==> src/rtl/rr_mux_sel_arbiter.sv <==
// Round-robin arbiter driving the select of a 4-to-1 mux, with per-requester burst limit.
// Latency: req sampled at edge k -> out_valid/sel/grant valid after edge k; all outputs registered.
// Backpressure: sel/grant held while out_valid && !out_ready; no bubble between back-to-back grants.
// Optional feature: define RR_ARB_PRIO0_EN to give requester 0 absolute priority and unlimited burst.
module rr_mux_sel_arbiter #(
  parameter int unsigned MAX_BURST = 4
) (
  input  logic       clk,
  input  logic       rst,
  input  logic [3:0] req,
  input  logic       out_ready,
  output logic       out_valid,
  output logic [1:0] sel,
  output logic [3:0] grant,
  output logic [3:0] burst_cnt
);

  typedef enum logic {
    IDLE  = 1'b0,
    GRANT = 1'b1
  } state_t;

  state_t     state_q, state_d;
  logic [1:0] ptr_q, ptr_d;
  logic [1:0] sel_q, sel_d;
  logic [3:0] grant_q, grant_d;
  logic [3:0] burst_q, burst_d;
  logic       valid_q, valid_d;

  logic [4:0] burst_n;
  logic       keep_sel;

  // First set request bit scanning start, start+1, ... with 3->0 wrap.
  function automatic logic [1:0] pick(input logic [3:0] r, input logic [1:0] start);
    logic [1:0] idx;
    logic       found;
    pick  = start;
    found = 1'b0;
    for (int k = 0; k < 4; k++) begin
      idx = start + k[1:0];
      if (!found && r[idx]) begin
        pick  = idx;
        found = 1'b1;
      end
    end
`ifdef RR_ARB_PRIO0_EN
    if (r[0]) pick = 2'd0;
`endif
  endfunction

  function automatic logic [3:0] onehot(input logic [1:0] s);
    onehot = 4'b0001 << s;
  endfunction

  // Decide whether the current requester keeps the grant after a transfer.
  always_comb begin
    burst_n  = {1'b0, burst_q} + 5'd1;
`ifdef RR_ARB_PRIO0_EN
    // Requester 0 is exempt from the burst limit.
    keep_sel = req[sel_q] && ((sel_q == 2'd0) || (burst_n < 5'(MAX_BURST)));
`else
    keep_sel = req[sel_q] && (burst_n < 5'(MAX_BURST));
`endif
  end

  // Next-state logic for the grant FSM and its registered outputs.
  always_comb begin
    state_d = state_q;
    ptr_d   = ptr_q;
    sel_d   = sel_q;
    grant_d = grant_q;
    burst_d = burst_q;
    valid_d = valid_q;
    case (state_q)
      IDLE: begin
        if (|req) begin
          sel_d   = pick(req, ptr_q);
          grant_d = onehot(sel_d);
          burst_d = 4'd0;
          valid_d = 1'b1;
          state_d = GRANT;
        end
      end
      GRANT: begin
        if (out_ready) begin
          if (keep_sel) begin
            // Saturate: only reachable when requester 0 has unlimited burst.
            burst_d = (burst_q == 4'hf) ? burst_q : burst_n[3:0];
          end else begin
            ptr_d = sel_q + 2'd1;
            if (|req) begin
              sel_d   = pick(req, sel_q + 2'd1);
              grant_d = onehot(sel_d);
              burst_d = 4'd0;
            end else begin
              grant_d = 4'd0;
              valid_d = 1'b0;
              state_d = IDLE;
            end
          end
        end
      end
      default: begin
        state_d = IDLE;
        grant_d = 4'd0;
        valid_d = 1'b0;
      end
    endcase
  end

  // State registers with synchronous reset taking priority over everything.
  always_ff @(posedge clk) begin
    if (rst) begin
      state_q <= IDLE;
      ptr_q   <= 2'd0;
      sel_q   <= 2'd0;
      grant_q <= 4'd0;
      burst_q <= 4'd0;
      valid_q <= 1'b0;
    end else begin
      state_q <= state_d;
      ptr_q   <= ptr_d;
      sel_q   <= sel_d;
      grant_q <= grant_d;
      burst_q <= burst_d;
      valid_q <= valid_d;
    end
  end

  assign out_valid = valid_q;
  assign sel       = sel_q;
  assign grant     = grant_q;
  assign burst_cnt = burst_q;

endmodule

==> config.mk <==
export PLATFORM = sky130hd
export DESIGN_NAME = rr_mux_sel_arbiter
export DESIGN_NICKNAME = d
export VERILOG_FILES = /design/src/rtl/rr_mux_sel_arbiter.sv
export SDC_FILE = /design/constraint.sdc
export NUM_CORES = 1
export LEC_CHECK = 0
export CORE_ASPECT_RATIO = 0.75
export CORE_MARGIN = 2
export CORE_UTILIZATION = 35
export DETAILED_ROUTE_END_ITERATION = 10
export PLACE_DENSITY = 0.61
export SLEW_MARGIN = 10
export SYNTH_ARGS = -nofsm -noshare
export SYNTH_HDL_FRONTEND = slang
export SYNTH_SLANG_ARGS = --single-unit
==> constraint.sdc <==
create_clock -name clk -period 1.8 [get_ports clk]
set_input_delay 0.36 -clock clk [delete_from_list [all_inputs] [get_ports clk]]
set_output_delay 0.36 -clock clk [all_outputs]
set_load 0.02 [all_outputs]
==> results.ini, run 1 <==
[setup_path]
crit_slowest_cell = mux4_2
worst_ep_arrival_time_ns = 1.98
path_class = reg2reg
slowest_delay_ns = 0.58
r2r-end = grant[2]
timing.critical_path.buf_inv = 0
r2r-start = sel[0]
crit_fanout = 8
crit_chain = mux4_2 > a31oi_4 > nor3_1 > a311oi_2
r2r_cells = 4
cp_top_family = compound AO/OA/AOI/OAI gates
crit_required_ns = 1.99
start_kind = flop
critPathCaptureType = flop
reg2reg_slack_ns = 0.01

[power_and_ir_drop]
p_leak_nw = 0.562
switchingPower_w = 0.000300
ir_drop_mv = 0.376
power_frac_clock_pct = 20.3
p_seq_share_pct = 41.1
p_int_w = 0.000583
powerDensity_nw_per_um2 = 641
power_w = 0.000883
switching_share_pct = 34.0
p_comb_share_pct = 38.6

[sta]
worstMarginPinSlew_ns = 0.579
grt_setup_unrepaired = yes
final_hold_viol_count = 0
min_period_over_period_pct = 99.5
slew_headroom_pct = 61.3
skew_ns = 0.00537
fmax_mhz = 559
slew_violations = 0
fin_crit_ns = 1.79
final-setup-viol-count = 0

[placed_design]
gp_congestion = 0.784
hpwl_mm = 1.90
port_buffers = 17

[final_layout]
nets = 167
antenna_cells = 0
drive_gt1_share_pct = 31.6
fin_util_pct = 57.7
syn_to_final_growth_pct = 51.9
fillerInstances = 239

[clock_tree]
ctsHtreeMaxLevel = 1
cts.reportedPaths.clkPinSlew_ns = 0.09
cts.sinks = 14
clkLatencyLatePin_ns = 0.28
numCtsBuffers = 3
cts_tree = done
clockBufferDepth = 2
cts_root_buf = clkbuf_4
cts_hold_buf = 0

[grt]
grt_usage_pct = 18.1
grt_max_degree = 15
grt_overflow = 0
grt_pass1_wl_mm = 4.16
antenna_found_initial = 0
first_global_vias = 926

[drt]
vias_per_cell = 5.32
wl_met2_mm = 1.18
avgRoutedWirePerCell_um = 13.9
ant_nets = 0
wl_met3_um = 144
drt-met1-wl_mm = 1.28
first_pass_iters = 4
routed_wl_mm = 2.62
top_layer = met4
drc = 0
drtIter0Drc = 42
via_count = 1006

[synthesis]
synth_nets = 124
muxShareOfSynthArea_pct = 4.70
synth_compound_area_share_pct = 26.5
yosys.area_share.simple_pct = 26.1
synth-adder-area-share_pct = 4.14
synth_largest_area_cell = dfxtp_1
synth_cell_types = 43
synth_area_um2 = 906
synth_cells = 114
synth_xor_area_share_pct = 0.967
ys_seq_area_share_pct = 30.9
synth_top_area_share_pct = 30.9
yosysWarnings = 0
ys_ff_latch = 14
synth_area_leaders = dfxtp_1 (31%), a21oi_1 (5.0%), ha_1 (4.1%)
syn_area_per_cell_um2 = 7.95
synth_top_family_by_area = compound AO/OA/AOI/OAI gates

[floorplanning]
die_y_um = 48.1
die_x_um = 62.7
core_area_um2 = 2380
start_util_pct = 38.0
rows = 15
die_area_um2 = 3020
io_pins = 18

[worst_hold_path]
hold_path_class = reg2reg
holdPathEnd = out_valid
worstHoldPathCells = 2
worstHoldStart = out_valid

[outcome]
outcome = complete, no violations

[run]
maxCapViolations = 0

power groups by stage:
stage / logic (W) / clock network (W) / registers (W)
2_1_floorplan: 0.000152 / 0 / 0.000381
3_3_place_gp: 0.000297 / 0 / 0.000365
3_5_place_dp: 0.000303 / 0 / 0.000365
4_1_cts: 0.000314 / 0.000185 / 0.000359
5_1_grt: 0.000368 / 0.000200 / 0.000368
6_report: 0.000341 / 0.000179 / 0.000363
sequential cells by signal (all words and copies together), names as in the netlist:
name	cells
ptr_q	2
out_valid	1
burst_cnt	4
grant	4
state_q	1
sel	2
stage by stage:
step                      TNS, ns  worst slack [ns]  cells  cell area, um2  hold WS [ns]
after floorplan                 0            0.0334    114             910         0.432
after global placement      -4.78            -0.549    183            1270         0.466
after detailed placement    -5.27            -0.588    183            1270         0.467
after CTS                       0          0.000985    189            1330         0.479
after global routing       -0.264           -0.0638    189            1380         0.508
final                           0           0.00976    189            1380         0.476
layout make-up:
cell class                 count  area (um2)  area share (%)
inverter                      10        37.5            2.73
multi-input combinational     85         632            45.9
tap                           34        42.5            3.09
clock buffer                   3        22.5            1.64
sequential                    14         285            20.7
timing repair buffer          43         357            25.9
per-layer routing:
layer  GRT usage (%)  up-vias
met3            5.41        2
met4            4.44        0
met2            31.0       22
li1                -      507
met1            23.1      475
met5               0        -
how the worst max path moves through the flow:
stage | slack, ns | start | cells past startpoint | to
6_report | 0.01 | sel[0] | 4 | grant[2]
5_1_grt | -0.06 | sel[0] | 4 | grant[2]
4_1_cts | 0.001 | req[2] | 6 | grant[0]
3_5_place_dp | -0.59 | req[0] | 6 | grant[0]
3_3_place_gp | -0.55 | req[0] | 10 | sel[1]
2_1_floorplan | 0.03 | sel[1] | 5 | grant[2]
cells by family after synthesis:
| group | count (synthesis) |
|---|---|
| muxes | 3 |
| xor gates and xnor gates | 1 |
| buffers and inverters | 15 |
| AOI/OAI and AO/OA | 33 |
| DFF | 14 |
| and+or+nand+nor | 45 |
| adders and majority gates | 3 |
worst register-to-register path, delay by kind of cell, from the launching register on:
| kind | cells | cell delay (ns) |
|---|---|---|
| muxes | 1 | 0.58 |
| and+or+nand+nor | 1 | 0.11 |
| AOI/OAI and AO/OA | 2 | 0.60 |
| DFF | 1 | 0.41 |
placed cells by master (no fill, tap or decap), types with 2 or more instances in the layout:
master	instances
a221oi_2	2
dlygate4sd2_1	2
clkbuf_4	3
nor2b_1	2
buf_4	25
clkbuf_2	2
nand2_1	8
nand4_1	3
ha_1	3
nor3_2	2
a211oi_1	2
dfxtp_1	12
clkdlybuf4s50_1	13
a21oi_1	9
or3_1	2
mux2i_1	2
nor3_1	3
nand3_1	4
nor2_1	10
inv_2	2
a311oi_2	2
inv_1	8
o21ai_0	4
a311oi_1	2
cell usage after synthesis (all sizes together):
cell,number
a211o,1
a211oi,2
a21boi,1
a21o,1
a21oi,9
a221oi,2
a22oi,1
a311oi,4
a31oi,1
a32oi,1
a41oi,1
and2,1
and3,1
buf,3
clkbuf,2
dfxtp,14
ha,3
inv,10
mux2i,2
mux4,1
nand2,8
nand2b,1
nand3,4
nand3b,1
nand4,3
nor2,10
nor2b,2
nor3,5
nor3b,1
o2111ai,1
o211ai,1
o21ai,6
o221a,1
or2,2
or2b,1
or3,2
or3b,1
or4,1
or4b,1
xor2,1
timing repair:
| action | 4_1_cts | 5_1_grt |
|---|---|---|
| setup endpoints to repair | 11 | 7 |
| pin swaps | 4 | 2 |
| gates resized for setup | 8 | 16 |
| cloned | 0 | 0 |
| buffers inserted | 3 | 0 |
No activity file was read; power rests on OpenSTA's default activity.
==> inputs of run 2 (changes only) <==
--- a/config.mk
+++ b/config.mk
@@ -10,7 +10,8 @@
 export CORE_UTILIZATION = 35
 export DETAILED_ROUTE_END_ITERATION = 10
 export PLACE_DENSITY = 0.61
-export SLEW_MARGIN = 10
+export REMOVE_ABC_BUFFERS = 1
+export SLEW_MARGIN = 40
 export SYNTH_ARGS = -nofsm -noshare
 export SYNTH_HDL_FRONTEND = slang
 export SYNTH_SLANG_ARGS = --single-unit
==> run 2 against run 1 <==
  * Clock skew is 0.0019 ns lower
  * Sequential share of layout area hardly changed
  * Clock-buffer cell count is 1 higher
  * Sequential power is 2% lower
  * Register-to-register slack better by 0.09 ns
  * Non-clock buffer count is 5 higher
  * Wire length is 5.3% lower
  * Highest routed layer unchanged
==> results.ini, run 2 (synthesized netlist as in run 1, its figures left out) <==
[clock_tree]
cts_hold_buf = 0  ; unchanged
clockBufferDepth = 2  ; unchanged
ctsHtreeMaxLevel = 1  ; unchanged
cts_root_buf = clkbuf_4
clkLatencyLatePin_ns = 0.29  ; about the same
cts.reportedPaths.clkPinSlew_ns = 0.09  ; about the same
numCtsBuffers = 3  ; unchanged
cts_tree = done
cts.sinks = 14  ; unchanged

[sta]
final-setup-viol-count = 0  ; unchanged
slew_headroom_pct = 62.7  ; +1.5 points
final_hold_viol_count = 0  ; unchanged
min_period_over_period_pct = 96.9  ; -2.6 points
fin_crit_ns = 1.74  ; -0.0461 ns
fin_setup_tns_ns = 0  ; unchanged
fmax_mhz = 573  ; +2.6%
worstMarginPinSlew_ns = 0.558  ; -0.0218 ns
skew_ns = 0.00346  ; -0.00191 ns
setup_ws_ns = 0.0559  ; +0.0461 ns
slew_violations = 0  ; unchanged

[setup_path]
worst_ep_arrival_time_ns = 1.38  ; -0.60 ns
start_kind = flop
crit_fanout = 5  ; -3
crit_cells = 2  ; -2
crit_chain = buf_4 > clkdlybuf4s50_1
cp_top_family = buffers and inverters
crit_required_ns = 1.44  ; -0.55 ns
crit_start = sel[0]
path_class = reg2out
r2r-end = grant[2]
r2r-start = sel[1]
reg2reg_slack_ns = 0.10  ; +0.09 ns
r2r_cells = 5  ; +1
timing.critical_path.buf_inv = 2  ; +2
critPathCaptureType = output pin
crit_slowest_cell = clkdlybuf4s50_1
slowest_delay_ns = 0.59  ; about the same

[final_layout]
antenna_cells = 0  ; unchanged
multiInputGateArea_um2 = 598  ; -5.3%
fillerInstances = 227  ; -5.0%
syn_to_final_growth_pct = 53.9
final_cell_area_um2 = 1390  ; +1.3%
fin_util_pct = 58.5  ; +0.73 points
fin_cells = 195  ; +3.2%
final_cell_mix = buf_4 (31), clkdlybuf4s50_1 (13), dfxtp_1 (11)
regArea_um2 = 289  ; +1.3%
final_common_cell = buf_4
drive_gt1_share_pct = 31.1  ; -0.56 points
nets = 172  ; +3.0%

[power_and_ir_drop]
power_frac_clock_pct = 25.0  ; +4.7 points
switching_share_pct = 32.2  ; -1.8 points
powerDensity_nw_per_um2 = 683  ; +6.5%
p_comb_share_pct = 37.6  ; -1.0 points
p_int_w = 0.000646  ; +11%
p_seq_share_pct = 37.4  ; -3.7 points
switchingPower_w = 0.000307  ; +2.1%
ir_drop_mv = 0.292  ; -22%
p_leak_nw = 0.585  ; +4.2%

[floorplanning]
die_area_um2 = 3020  ; unchanged
io_pins = 18  ; unchanged
die_x_um = 62.7  ; unchanged
die_y_um = 48.1  ; unchanged
rows = 15  ; unchanged
core_area_um2 = 2380  ; unchanged
start_util_pct = 38.0  ; unchanged

[drt]
first_pass_iters = 4  ; unchanged
vias_per_cell = 5.12  ; -3.8%
routed_wl_mm = 2.48  ; -5.3%
ant_nets = 0  ; unchanged
via_count = 998  ; -0.80%
avgRoutedWirePerCell_um = 12.7  ; -8.2%
drc = 0  ; unchanged
drtIter0Drc = 35  ; -17%

[placed_design]
hpwl_mm = 1.93  ; +2.0%
dp.cells = 189  ; +3.3%
gp_congestion = 0.838  ; +6.9%
port_buffers = 17  ; unchanged
pre_cts_slack_ns = -0.499  ; +0.0889 ns
placed_area_um2 = 1310  ; +3.4%

[outcome]
outcome = complete, no violations

[worst_hold_path]
worstHoldStart = burst_cnt[1]
worstHoldPathCells = 2  ; unchanged
holdPathEnd = burst_cnt[1]
hold_path_class = reg2reg

[grt]
first_global_vias = 908  ; -1.9%
grt_usage_pct = 17.7  ; -0.34 points
antenna_found_initial = 0  ; unchanged
grt_overflow = 0  ; unchanged
grt_max_degree = 15  ; unchanged
grt_pass1_wl_mm = 4.04  ; -3.0%

[run]
maxCapViolations = 0  ; unchanged

[run 2: cell count changes in the layout (fill, tap and decap cells not counted), sizes merged]
cell | previous run | this run
buf | 26 | 31
clkbuf | 5 | 6
[run 2: how the worst max path moves through the flow]
stage / end / slack, ns
final: sel[0] / 0.06
after global placement: grant[0] / -0.45
after CTS: grant[2] / 0.02
after global routing: grant[2] / -0.01
after detailed placement: grant[2] / -0.50
after floorplan: grant[0] / -0.05
[run 2: area by class of cell]
type | count | share of cell area (%)
Sequential cell | 14 | 20.7
Tap cell | 34 | 3.05
Timing Repair Buffer | 48 | 28.0
Multi-Input combinational cell | 85 | 42.9
Clock buffer | 4 | 2.60
Inverter | 10 | 2.69
[run 2: per-layer routing]
layer  share of wire, %  global-route usage, %  up-vias
met5                  0                      0        -
met4                1.0                   4.00        0
met1                 50                   22.8      458
li1                   -                      -      520
met3                4.2                   5.65        5
met2                 45                   30.1       15
[run 2: power by group through the flow]
| stage | clock [W] | sequential, W | combinational [W] |
|---|---|---|---|
| 5_1_grt | 0.000255 | 0.000362 | 0.000388 |
| 3_3_place_gp | 0 | 0.000361 | 0.000331 |
| 2_1_floorplan | 0 | 0.000387 | 0.000132 |
| 4_1_cts | 0.000234 | 0.000357 | 0.000337 |
| 3_5_place_dp | 0 | 0.000361 | 0.000336 |
| 6_report | 0.000238 | 0.000356 | 0.000358 |
[run 2: through the flow]
step / hold slack [ns] / total power [W]
5_1_grt: 0.506 / 0.00100
6_report: 0.482 / 0.000952
3_3_place_gp: 0.463 / 0.000692
4_1_cts: 0.494 / 0.000929
3_5_place_dp: 0.476 / 0.000696
2_1_floorplan: 0.429 / 0.000519
[run 2: what timing repair did]
action                                  CTS  global route
endpoints found under the setup margin   10             7
resized for setup                         8            12
buffers inserted                          1             1
endpoints found under the hold margin     0             0
pin swaps                                 2             3
[run 2: worst register-to-register path, cell delays in order (launching register included)]
cell      delay (ns)
dfxtp_4         0.39
xor2_2          0.17
o21ai_1         0.11
and2_4          0.15
or4_1           0.51
a311oi_2        0.28
==> inputs of run 3 (changes only) <==
--- a/config.mk
+++ b/config.mk
@@ -8,6 +8,7 @@
 export CORE_ASPECT_RATIO = 0.75
 export CORE_MARGIN = 2
 export CORE_UTILIZATION = 35
+export CTS_CLUSTER_SIZE = 20
 export DETAILED_ROUTE_END_ITERATION = 10
 export PLACE_DENSITY = 0.61
 export REMOVE_ABC_BUFFERS = 1
==> results of run 3 <==
The final DEF is identical to that of run 2; final timing and power are the same.
